### config.mk
export PLATFORM = sky130hd
export DESIGN_NAME = cluster_count_pipe
export DESIGN_NICKNAME = d
export VERILOG_FILES = /design/src/rtl/cluster_count_pkg.sv /design/src/rtl/cluster_add_level.sv /design/src/rtl/cluster_count_pipe.sv
export SDC_FILE = /design/constraint.sdc
export NUM_CORES = 2
export LEC_CHECK = 0
export CAP_MARGIN = 20
export CORE_MARGIN = 5
export CORE_UTILIZATION = 40
export CTS_CLUSTER_SIZE = 10
export DETAILED_ROUTE_END_ITERATION = 16
export GPL_TIMING_DRIVEN = 0
export HOLD_SLACK_MARGIN = 0.1
export PLACE_DENSITY_LB_ADDON = 0.08
export SYNTH_ARGS = -nofsm -noshare
export SYNTH_HDL_FRONTEND = slang
export SYNTH_SLANG_ARGS = --single-unit --ignore-timing --ignore-initial --compat-mode --unroll-limit 50000
### constraint.sdc
create_clock -name clock -period 3.05 [get_ports clock]
set_input_delay 0.305 -clock clock [delete_from_list [all_inputs] [get_ports clock]]
set_output_delay 0.305 -clock clock [all_outputs]
set_load 0.1 [all_outputs]
### src/rtl/cluster_count_pkg.sv
// Shared sizing helpers for the pipelined VPF counter.
// Every derived width and depth is computed here, so the top and the tree levels use the same numbers.
package cluster_count_pkg;

    // Widest group the popcount helper accepts.
    localparam int MAX_GROUP = 32;

    // Ceiling log2. clog2(1) = 0.
    function automatic int clog2(input int value);
        int r;
        int v;
        r = 0;
        v = 1;
        while (v < value) begin
            v = v * 2;
            r = r + 1;
        end
        return r;
    endfunction

    // Number of first-stage popcount groups.
    // The last group is zero-padded when NVPF is not a multiple of GROUP.
    function automatic int ngroup_of(input int nvpf, input int group);
        return (nvpf + group - 1) / group;
    endfunction

    // Width of a count that can hold values from 0 to nvpf.
    function automatic int cnt_w_of(input int nvpf);
        return clog2(nvpf + 1);
    endfunction

    // Number of binary adder-tree levels.
    function automatic int levels_of(input int nvpf, input int group);
        return clog2(ngroup_of(nvpf, group));
    endfunction

    // Input register + group popcount + tree levels + output register.
    function automatic int lat_of(input int nvpf, input int group);
        return 3 + levels_of(nvpf, group);
    endfunction

    // Node count entering tree level k. Each level halves the count, rounding up.
    function automatic int nodes_at(input int n, input int k);
        int m;
        m = n;
        for (int i = 0; i < k; i++) m = (m + 1) / 2;
        return m;
    endfunction

    // Population count of one group, zero-extended to MAX_GROUP bits.
    function automatic logic [5:0] count1s(input logic [MAX_GROUP-1:0] bits);
        logic [5:0] total;
        total = '0;
        for (int i = 0; i < MAX_GROUP; i++) total = total + {5'd0, bits[i]};
        return total;
    endfunction

    // Values for the default 1536-pad configuration.
    localparam int NGROUP_DEFAULT = ngroup_of(1536, 6);
    localparam int CNT_W_DEFAULT  = cnt_w_of(1536);
    localparam int LAT_DEFAULT    = lat_of(1536, 6);

endpackage

### src/rtl/cluster_add_level.sv
// One registered level of the binary adder tree.
// Adjacent pairs are summed into results that are one bit wider.
// An odd last node is paired with zero, so it passes through one register unchanged and every path keeps the same depth.
module cluster_add_level
    import cluster_count_pkg::*;
#(
    parameter  int N_IN  = 2,
    parameter  int W_IN  = 3,
    localparam int N_OUT = (N_IN + 1) / 2,
    localparam int W_OUT = W_IN + 1
) (
    input  logic                     clock,
    input  logic                     reset_n,
    input  logic [N_IN*W_IN-1:0]     din,
    output logic [N_OUT*W_OUT-1:0]   dout
);

    localparam int PAD_W = 2 * N_OUT * W_IN;

    logic [PAD_W-1:0] din_pad;

    assign din_pad = PAD_W'(din);

    // Pairwise sums, one register per level.
    // NOTE: state is updated with non-blocking assignments, so every register samples pre-edge values whatever the statement order.
    always_ff @(posedge clock or negedge reset_n) begin
        if (!reset_n) begin
            dout <= '0;
        end else begin
            for (int i = 0; i < N_OUT; i++) begin
                dout[i*W_OUT +: W_OUT] <= W_OUT'(din_pad[(2*i)*W_IN +: W_IN])
                                        + W_OUT'(din_pad[(2*i+1)*W_IN +: W_IN]);
            end
        end
    end

endmodule

### src/rtl/cluster_count_pipe.sv
// Pipelined count of valid cluster-finder pads per bunch crossing.
// The datapath is input register -> group popcount -> adder tree -> output register, with a valid bit travelling alongside.
// Monitoring logic adds an overflow flag, a peak hold and a saturating overflow tally.
module cluster_count_pipe
    import cluster_count_pkg::*;
#(
    parameter  int NVPF     = 1536,
    parameter  int GROUP    = 6,
    parameter  int THRESH_W = 11,
    parameter  int OVFCNT_W = 16,
    localparam int CNT_W    = cnt_w_of(NVPF)
) (
    input  logic                clock,
    input  logic                reset_n,
    input  logic [NVPF-1:0]     vpfs_i,
    input  logic                valid_i,
    input  logic [THRESH_W-1:0] thresh_i,
    input  logic                clr_i,
    output logic [CNT_W-1:0]    cnt_o,
    output logic                valid_o,
    output logic                overflow_o,
    output logic [CNT_W-1:0]    peak_o,
    output logic [OVFCNT_W-1:0] ovf_cnt_o
);

    localparam int NGROUP = ngroup_of(NVPF, GROUP);
    localparam int L      = levels_of(NVPF, GROUP);
    localparam int GW     = clog2(GROUP + 1);
    localparam int TW     = GW + L;
    localparam int PAD_W  = NGROUP * GROUP;
    localparam int CMP_W  = (TW > THRESH_W) ? TW : THRESH_W;

    // Keep these as private copies; the cluster finder registers the same inputs.
    (* equivalent_register_removal = "no", shreg_extract = "no" *) logic [NVPF-1:0] vpfs_q;
    (* equivalent_register_removal = "no", shreg_extract = "no" *) logic            valid_q;

    logic [PAD_W-1:0]     vpfs_pad;
    logic [NGROUP*GW-1:0] grp_cnt;
    logic [L:0]           vld_sr;
    logic [TW-1:0]        tree_full;
    logic                 ovf_hit;

    // Input register for the pad vector and its qualifier.
    // NOTE: the wide data registers are reset as well, so a mid-stream reset leaves no stale counts in flight.
    always_ff @(posedge clock or negedge reset_n) begin
        if (!reset_n) begin
            vpfs_q  <= '0;
            valid_q <= 1'b0;
        end else begin
            vpfs_q  <= vpfs_i;
            valid_q <= valid_i;
        end
    end

    assign vpfs_pad = PAD_W'(vpfs_q);

    // First stage: popcount of each GROUP-bit slice.
    always_ff @(posedge clock or negedge reset_n) begin
        if (!reset_n) begin
            grp_cnt <= '0;
        end else begin
            for (int g = 0; g < NGROUP; g++) begin
                grp_cnt[g*GW +: GW] <= GW'(count1s(MAX_GROUP'(vpfs_pad[g*GROUP +: GROUP])));
            end
        end
    end

    // Adder tree. Level k takes nodes_at(NGROUP, k) inputs that are GW+k bits wide.
    for (genvar k = 0; k < L; k++) begin : g_lvl
        localparam int N_IN  = nodes_at(NGROUP, k);
        localparam int N_OUT = nodes_at(NGROUP, k + 1);
        localparam int W_IN  = GW + k;

        logic [N_OUT*(W_IN+1)-1:0] sum;

        if (k == 0) begin : g_head
            cluster_add_level #(.N_IN(N_IN), .W_IN(W_IN)) u_add (
                .clock  (clock),
                .reset_n(reset_n),
                .din    (grp_cnt),
                .dout   (sum)
            );
        end else begin : g_body
            cluster_add_level #(.N_IN(N_IN), .W_IN(W_IN)) u_add (
                .clock  (clock),
                .reset_n(reset_n),
                .din    (g_lvl[k-1].sum),
                .dout   (sum)
            );
        end
    end

    if (L == 0) begin : g_no_tree
        assign tree_full = grp_cnt;
    end else begin : g_tree
        assign tree_full = g_lvl[L-1].sum;
    end

    // Valid shift register. Bit i lines up with the data after the popcount stage and i tree levels.
    always_ff @(posedge clock or negedge reset_n) begin
        if (!reset_n) begin
            vld_sr <= '0;
        end else begin
            vld_sr[0] <= valid_q;
            for (int i = 1; i <= L; i++) vld_sr[i] <= vld_sr[i-1];
        end
    end

    // Output register. It loads only when valid and otherwise holds its previous value.
    // thresh_i is compared here directly rather than being carried down the pipeline.
    always_ff @(posedge clock or negedge reset_n) begin
        if (!reset_n) begin
            cnt_o      <= '0;
            overflow_o <= 1'b0;
            valid_o    <= 1'b0;
        end else begin
            valid_o <= vld_sr[L];
            if (vld_sr[L]) begin
                cnt_o      <= tree_full[CNT_W-1:0];
                overflow_o <= (CMP_W'(tree_full) > CMP_W'(thresh_i));
            end
        end
    end

    // A held overflow_o with valid_o low is not a new pulse.
    assign ovf_hit = valid_o && overflow_o;

    // Peak hold and saturating overflow tally, one cycle behind the outputs they observe.
    always_ff @(posedge clock or negedge reset_n) begin
        if (!reset_n) begin
            peak_o    <= '0;
            ovf_cnt_o <= '0;
        end else begin
            if (clr_i) begin
                peak_o <= valid_o ? cnt_o : '0;
            end else if (valid_o && (cnt_o > peak_o)) begin
                peak_o <= cnt_o;
            end

            if (clr_i) begin
                ovf_cnt_o <= OVFCNT_W'(ovf_hit);
            end else if (ovf_hit && (ovf_cnt_o != '1)) begin
                ovf_cnt_o <= ovf_cnt_o + OVFCNT_W'(1);
            end
        end
    end

endmodule

# After elaboration in Yosys (flattened, before gate mapping)
# Index checks and enable logic that the tools add are counted.
# word_totals
regBits,3621
latch_bits,0
ramBits,0
romBits,0
output_inout_bits,40
n_memories,0
# classes
n_addsub,1536
multipliers,0
n_div,0
magnitude_cmp,2
eq_ne,1
n_shift,0
mux,5
bitwise_logic,0
reduce_logical,5
# ops
op,count
3-bit by 1-bit adder with 3-bit output,768
2-bit by 1-bit adder with 3-bit output,256
1-bit by 1-bit adder with 2-bit output,256
3-bit by 3-bit adder with 4-bit output,128
4-bit by 4-bit adder with 5-bit output,64
5-bit by 5-bit adder with 6-bit output,32
6-bit by 6-bit adder with 7-bit output,16
7-bit by 7-bit adder with 8-bit output,8
8-bit by 8-bit adder with 9-bit output,4
11-bit 2-to-1 mux,3
16-bit 2-to-1 mux,2
11-bit > comparator,2
9-bit by 9-bit adder with 10-bit output,2
16-bit by 1-bit adder with 16-bit output (second input constant),1
16-bit inequality test (second input constant),1
10-bit by 10-bit adder with 11-bit output,1
2-bit nonzero test,2
1-bit logical AND,3

# Longest topological paths before layout
# logic_depth
word_depth,5
depth_mapped,8
depth_no_buf,8

# By module
# A second synthesis with hierarchy kept.
# hier_totals
cells_unflattened,10621
hier_area_um2,151034.9
# by_module_without_submodules
mod,instances,cells_each,area_per_inst_um2,seq_area_each_um2
cluster_count_pipe,1,5607,86465.4,58906.5
cluster_add_level at g_lvl[0].g_head.u_add,1,1704,23692.7,12812.3
cluster_add_level at g_lvl[1].g_body.u_add,1,1274,16490.8,8007.7
cluster_add_level at g_lvl[2].g_body.u_add,1,778,10113.4,4804.6
cluster_add_level at g_lvl[3].g_body.u_add,1,552,6448.7,2802.7
cluster_add_level at g_lvl[4].g_body.u_add,1,360,3833.7,1601.5
cluster_add_level at g_lvl[5].g_body.u_add,1,175,2065.7,900.9
cluster_add_level at g_lvl[6].g_body.u_add,1,106,1221.2,500.5
cluster_add_level at g_lvl[7].g_body.u_add,1,65,703.2,275.3

# Least setup slack after synthesis
# OpenSTA, ideal clock, no wires.
# synth_path
kind,register to register
start,register peak_o[2]
end,register peak_o[0]
arrival_time_ps,2374
setup_slack_ps,553
stages_incl_launch_ff,9
synth_period_minus_slack_ps,2497
cell_sequence,dfrtp_1 -> inv_1 -> ha_1 -> a21oi_2 -> a211oi_2 -> a2111oi_2 -> a21oi_1 -> buf_6 -> a22o_1
# synth_via
elab_chain_len,3
# synth_rtl
element,line,source
from (decl),cluster_count_pipe.sv:22,"output logic [CNT_W-1:0] peak_o,"
from (signal assigned),cluster_count_pipe.sv:135,peak_o <= valid_o ? cnt_o : '0;
from (signal assigned),cluster_count_pipe.sv:137,peak_o <= cnt_o;
11-bit > comparator,cluster_count_pipe.sv:136,end else if (valid_o && (cnt_o > peak_o)) begin
1-bit logical AND,cluster_count_pipe.sv:136,
2-bit nonzero test (no source line),-,
# No other way between the ends.
# A chain may end at the register's enable or synchronous reset.

# Final worst setup path
# layout_path
start,register cnt_o[9]
end,output cnt_o[9]
# layout_lines
element,line,source
from (decl),cluster_count_pipe.sv:19,"output logic [CNT_W-1:0] cnt_o,"
from (signal assigned),cluster_count_pipe.sv:119,cnt_o <= tree_full[CNT_W-1:0];
# No word-level cell between the ends.

==> impl_metrics.ini <==
[critical_path]
critPathTopFamily = buffers and inverters
startpoint_type = flop
path_cells = clkdlybuf4s50_1
cp.arrival_ns = 2.63
end_kind = primary output
path_buf_inv = 1
worstPathRequired_ns = 2.74
reg2reg_slack_ns = 0.28
slowest_delay_ns = 1.27
slowest_stage = clkdlybuf4s50_1
crit_fanout = 4
worstSetupPathType = flop to primary output

[sta]
whs_ns = -0.183
slew_viol_final = 0
post-route-min-period_ns = 2.93
worst_pin_slew_ns = 1.15
finalSetupViolCount = 0
hold_violations = 466
finalClockSkew_ns = 0.0462
post-route-period-util_pct = 96.2
maxSlewHeadroom_pct = 23.0
fin_ws_ns = 0.117
fmax_mhz = 341
rsz0062_at_grt = no

[grt]
antenna_found_initial = 92
grt_usage_pct = 18.8
grt_max_degree = 192
grt_pass1_vias = 100000
grt_overflow_total = 0
grt_pass1_wl_mm = 567

[drt]
finalWirelength_mm = 363
routedWlPerCell_um = 18.4
drt_iter0_drc = 3251
drcViolationCount = 0
antenna_left = 0
drtPass1Iterations = 5
vias = 85100
routed_via_density = 4.29

[outcome]
status = finished with violations
failed_checks = hold timing

[place]
dp_hpwl_mm = 277
place_inst = 17600
post-place-ws_ns = -1.23
port_buffers = 1590
gp_congestion = 0.844

[pwr]
p_leak_nw = 102
combPwrFrac_pct = 35.2
swShare_pct = 33.0
clkPwrFrac_pct = 25.8
p_switching_w = 0.0575
p_int_w = 0.117
seqPwrFrac_pct = 39.0
vdd_drop_max_v = 0.000507
power_density_nw_per_um2 = 859

[job]
drv_cap = 0

[synth]
synth_edf_count = 0
ys.flop_type = dfrtp_1
synth-seq-area-share_pct = 59.6
synth.distinct_cells = 58
syn_nets = 14800
syn_inst = 11000
synth-async-reset-ratio_pct = 100
netlist_area_um2 = 152000
syn-mean-instance-area_um2 = 13.9
ys_ff_latch = 3621
ys.warnings.count = 0

[die]
ioPinCount = 1591
die_area_um2 = 393000
placeableCoreArea_um2 = 379000
die_w_um = 627
die_y_um = 627
start_util_pct = 40.1
num_rows = 226

[cts]
cts_setup_buffers = 0
htree_levels = 5
root_buffer = clkbuf_16
cts_sinks = 3621
cts_buffers = 421
cts.path.max_buffers = 4
cts.reportedPaths.clkPinSlew_ns = 0.05
clk_latency_ns = 0.93
cts_tree = built

[layout]
layout_commonest_cell = dfrtp_1
area_delta_synth_final_pct = 33.7
most-common-layout-cells = dfrtp_1, inv_1, clkdlybuf4s50_1
nNetsFinal = 18400
stdcell_count = 19800
final_util_pct = 53.6
drive_gt1_share_pct = 3.97
fill_cells = 31400

[hold_path]
hp-class = input port to async pin
==> power groups by stage <==
stage / sequential [W] / clock [W] / combinational (W)
after floorplan: 0.0671 / 0 / 0.0408
final: 0.0680 / 0.0451 / 0.0615
after CTS: 0.0684 / 0.0468 / 0.0638
after global placement: 0.0699 / 0 / 0.0596
after global routing: 0.0694 / 0.0487 / 0.0712
after detailed placement: 0.0690 / 0 / 0.0614
==> state kept, by name, summed over array words and instances, names as in the netlist, 9 cells and up <==
register	flops
cnt_o	11
g_lvl.g_body.u_add.dout	755
g_lvl.g_head.u_add.dout	512
grp_cnt	768
ovf_cnt_o	16
peak_o	11
vld_sr	9
vpfs_q	1536
==> worst reg2reg max path, stage by stage (launching register included) <==
cell and delay (ns):
dfrtp_1 0.38, fa_1 0.55, inv_1 0.06, fa_1 0.44, inv_1 0.08, ha_1 0.16
inv_1 0.06, fa_1 0.81, inv_1 0.10
==> final timing paths <==
| path | startpoint | end | cells past startpoint |
|---|---|---|---|
| hold / removal | reset_n | grp_cnt[7] | 5 |
| hold reg to reg | vld_sr[6] | vld_sr[7] | 0 |
| max in group asynchronous | reset_n | vpfs_q[741] | 8 |
| setup / recovery | cnt_o[9] | cnt_o[9] | 1 |
| setup reg to reg | vpfs_q[552] | grp_cnt[277] | 8 |
| min in group clock | vpfs_i[147] | vpfs_q[147] | 1 |
==> metal layers <==
metal | part of all wire, % | GRT usage (%) | vias up
met1 | 39 | 22.2 | 43100
li1 | - | - | 39800
met4 | 3.7 | 6.56 | 14
met2 | 54 | 34.9 | 1496
met5 | 0.027 | 0 | -
met3 | 3.6 | 2.65 | 657
==> final cells by class <==
cell class              count  area [um^2]  share of cell area [%]
diodes                     72          180                  0.0886
plain buffers               7         50.0                  0.0246
clock buffers             556        11600                    5.72
clock inverters            27          344                   0.169
inverters                3154        11800                    5.82
multi-input cells        4170        49600                    24.4
flip-flops and latches   3621        90600                    44.6
well taps                5016         6280                    3.09
repair buffers           3183        32800                    16.1
==> stage by stage <==
step | power [W] | area [um^2] | TNS (ns)
detailed placement | 0.130 | 175000 | -744.22
CTS | 0.179 | 203000 | 0
global placement | 0.130 | 174000 | -
floorplan | 0.108 | 152000 | 0
global route | 0.189 | 203000 | 0
finish | 0.175 | 203000 | 0
==> what timing repair did <==
item / CTS / global route
endpoints found under the hold margin: 2090 / 311
gates resized for setup: 8 / 1
gates cloned: 1 / 6
endpoints found under the setup margin: 157 / 575
hold buffers: 1537 / 13
==> kinds of logic after synthesis <==
family	Yosys count	synth area share, %
flops	3621	59.6
buf+inv	3161	7.82
fa+ha+maj	2314	24.1
compound gates	954	4.12
xor+xnor	494	2.84
simple gates	392	1.45
mux	16	0.114
==> Yosys cell counts, types with 3 or more instances <==
| cell | count | share of area (%) |
|---|---|---|
| o21ai_1 | 14 | 0.046 |
| dfrtp_1 | 3621 | 60 |
| a211oi_1 | 9 | 0.044 |
| and3_1 | 4 | 0.016 |
| o2111ai_1 | 3 | 0.017 |
| inv_1 | 3154 | 7.8 |
| buf_6 | 3 | 0.022 |
| clkbuf_1 | 3 | 0.0074 |
| a21o_1 | 454 | 2.2 |
| mux2i_1 | 6 | 0.039 |
| fa_1 | 1023 | 13 |
| o211ai_1 | 13 | 0.064 |
| o21a_1 | 6 | 0.030 |
| o31ai_1 | 5 | 0.025 |
| o21bai_1 | 34 | 0.17 |
| a21boi_1 | 10 | 0.049 |
| xnor2_1 | 463 | 2.7 |
| nand2_1 | 22 | 0.054 |
| nand4_1 | 5 | 0.021 |
| nor2_1 | 94 | 0.23 |
| a21oi_1 | 237 | 0.78 |
| nor3_1 | 8 | 0.026 |
| o22ai_1 | 6 | 0.025 |
| or4_1 | 4 | 0.020 |
| nor2b_1 | 117 | 0.48 |
| or3_1 | 7 | 0.029 |
| or4b_1 | 4 | 0.026 |
| ha_1 | 1291 | 11 |
| nand3_1 | 17 | 0.056 |
| a22o_1 | 11 | 0.063 |
| nand2b_1 | 97 | 0.40 |
| o21ai_0 | 134 | 0.44 |
| mux2_2 | 10 | 0.074 |
| xor2_1 | 31 | 0.18 |
(Power assumes the default switching activity.)
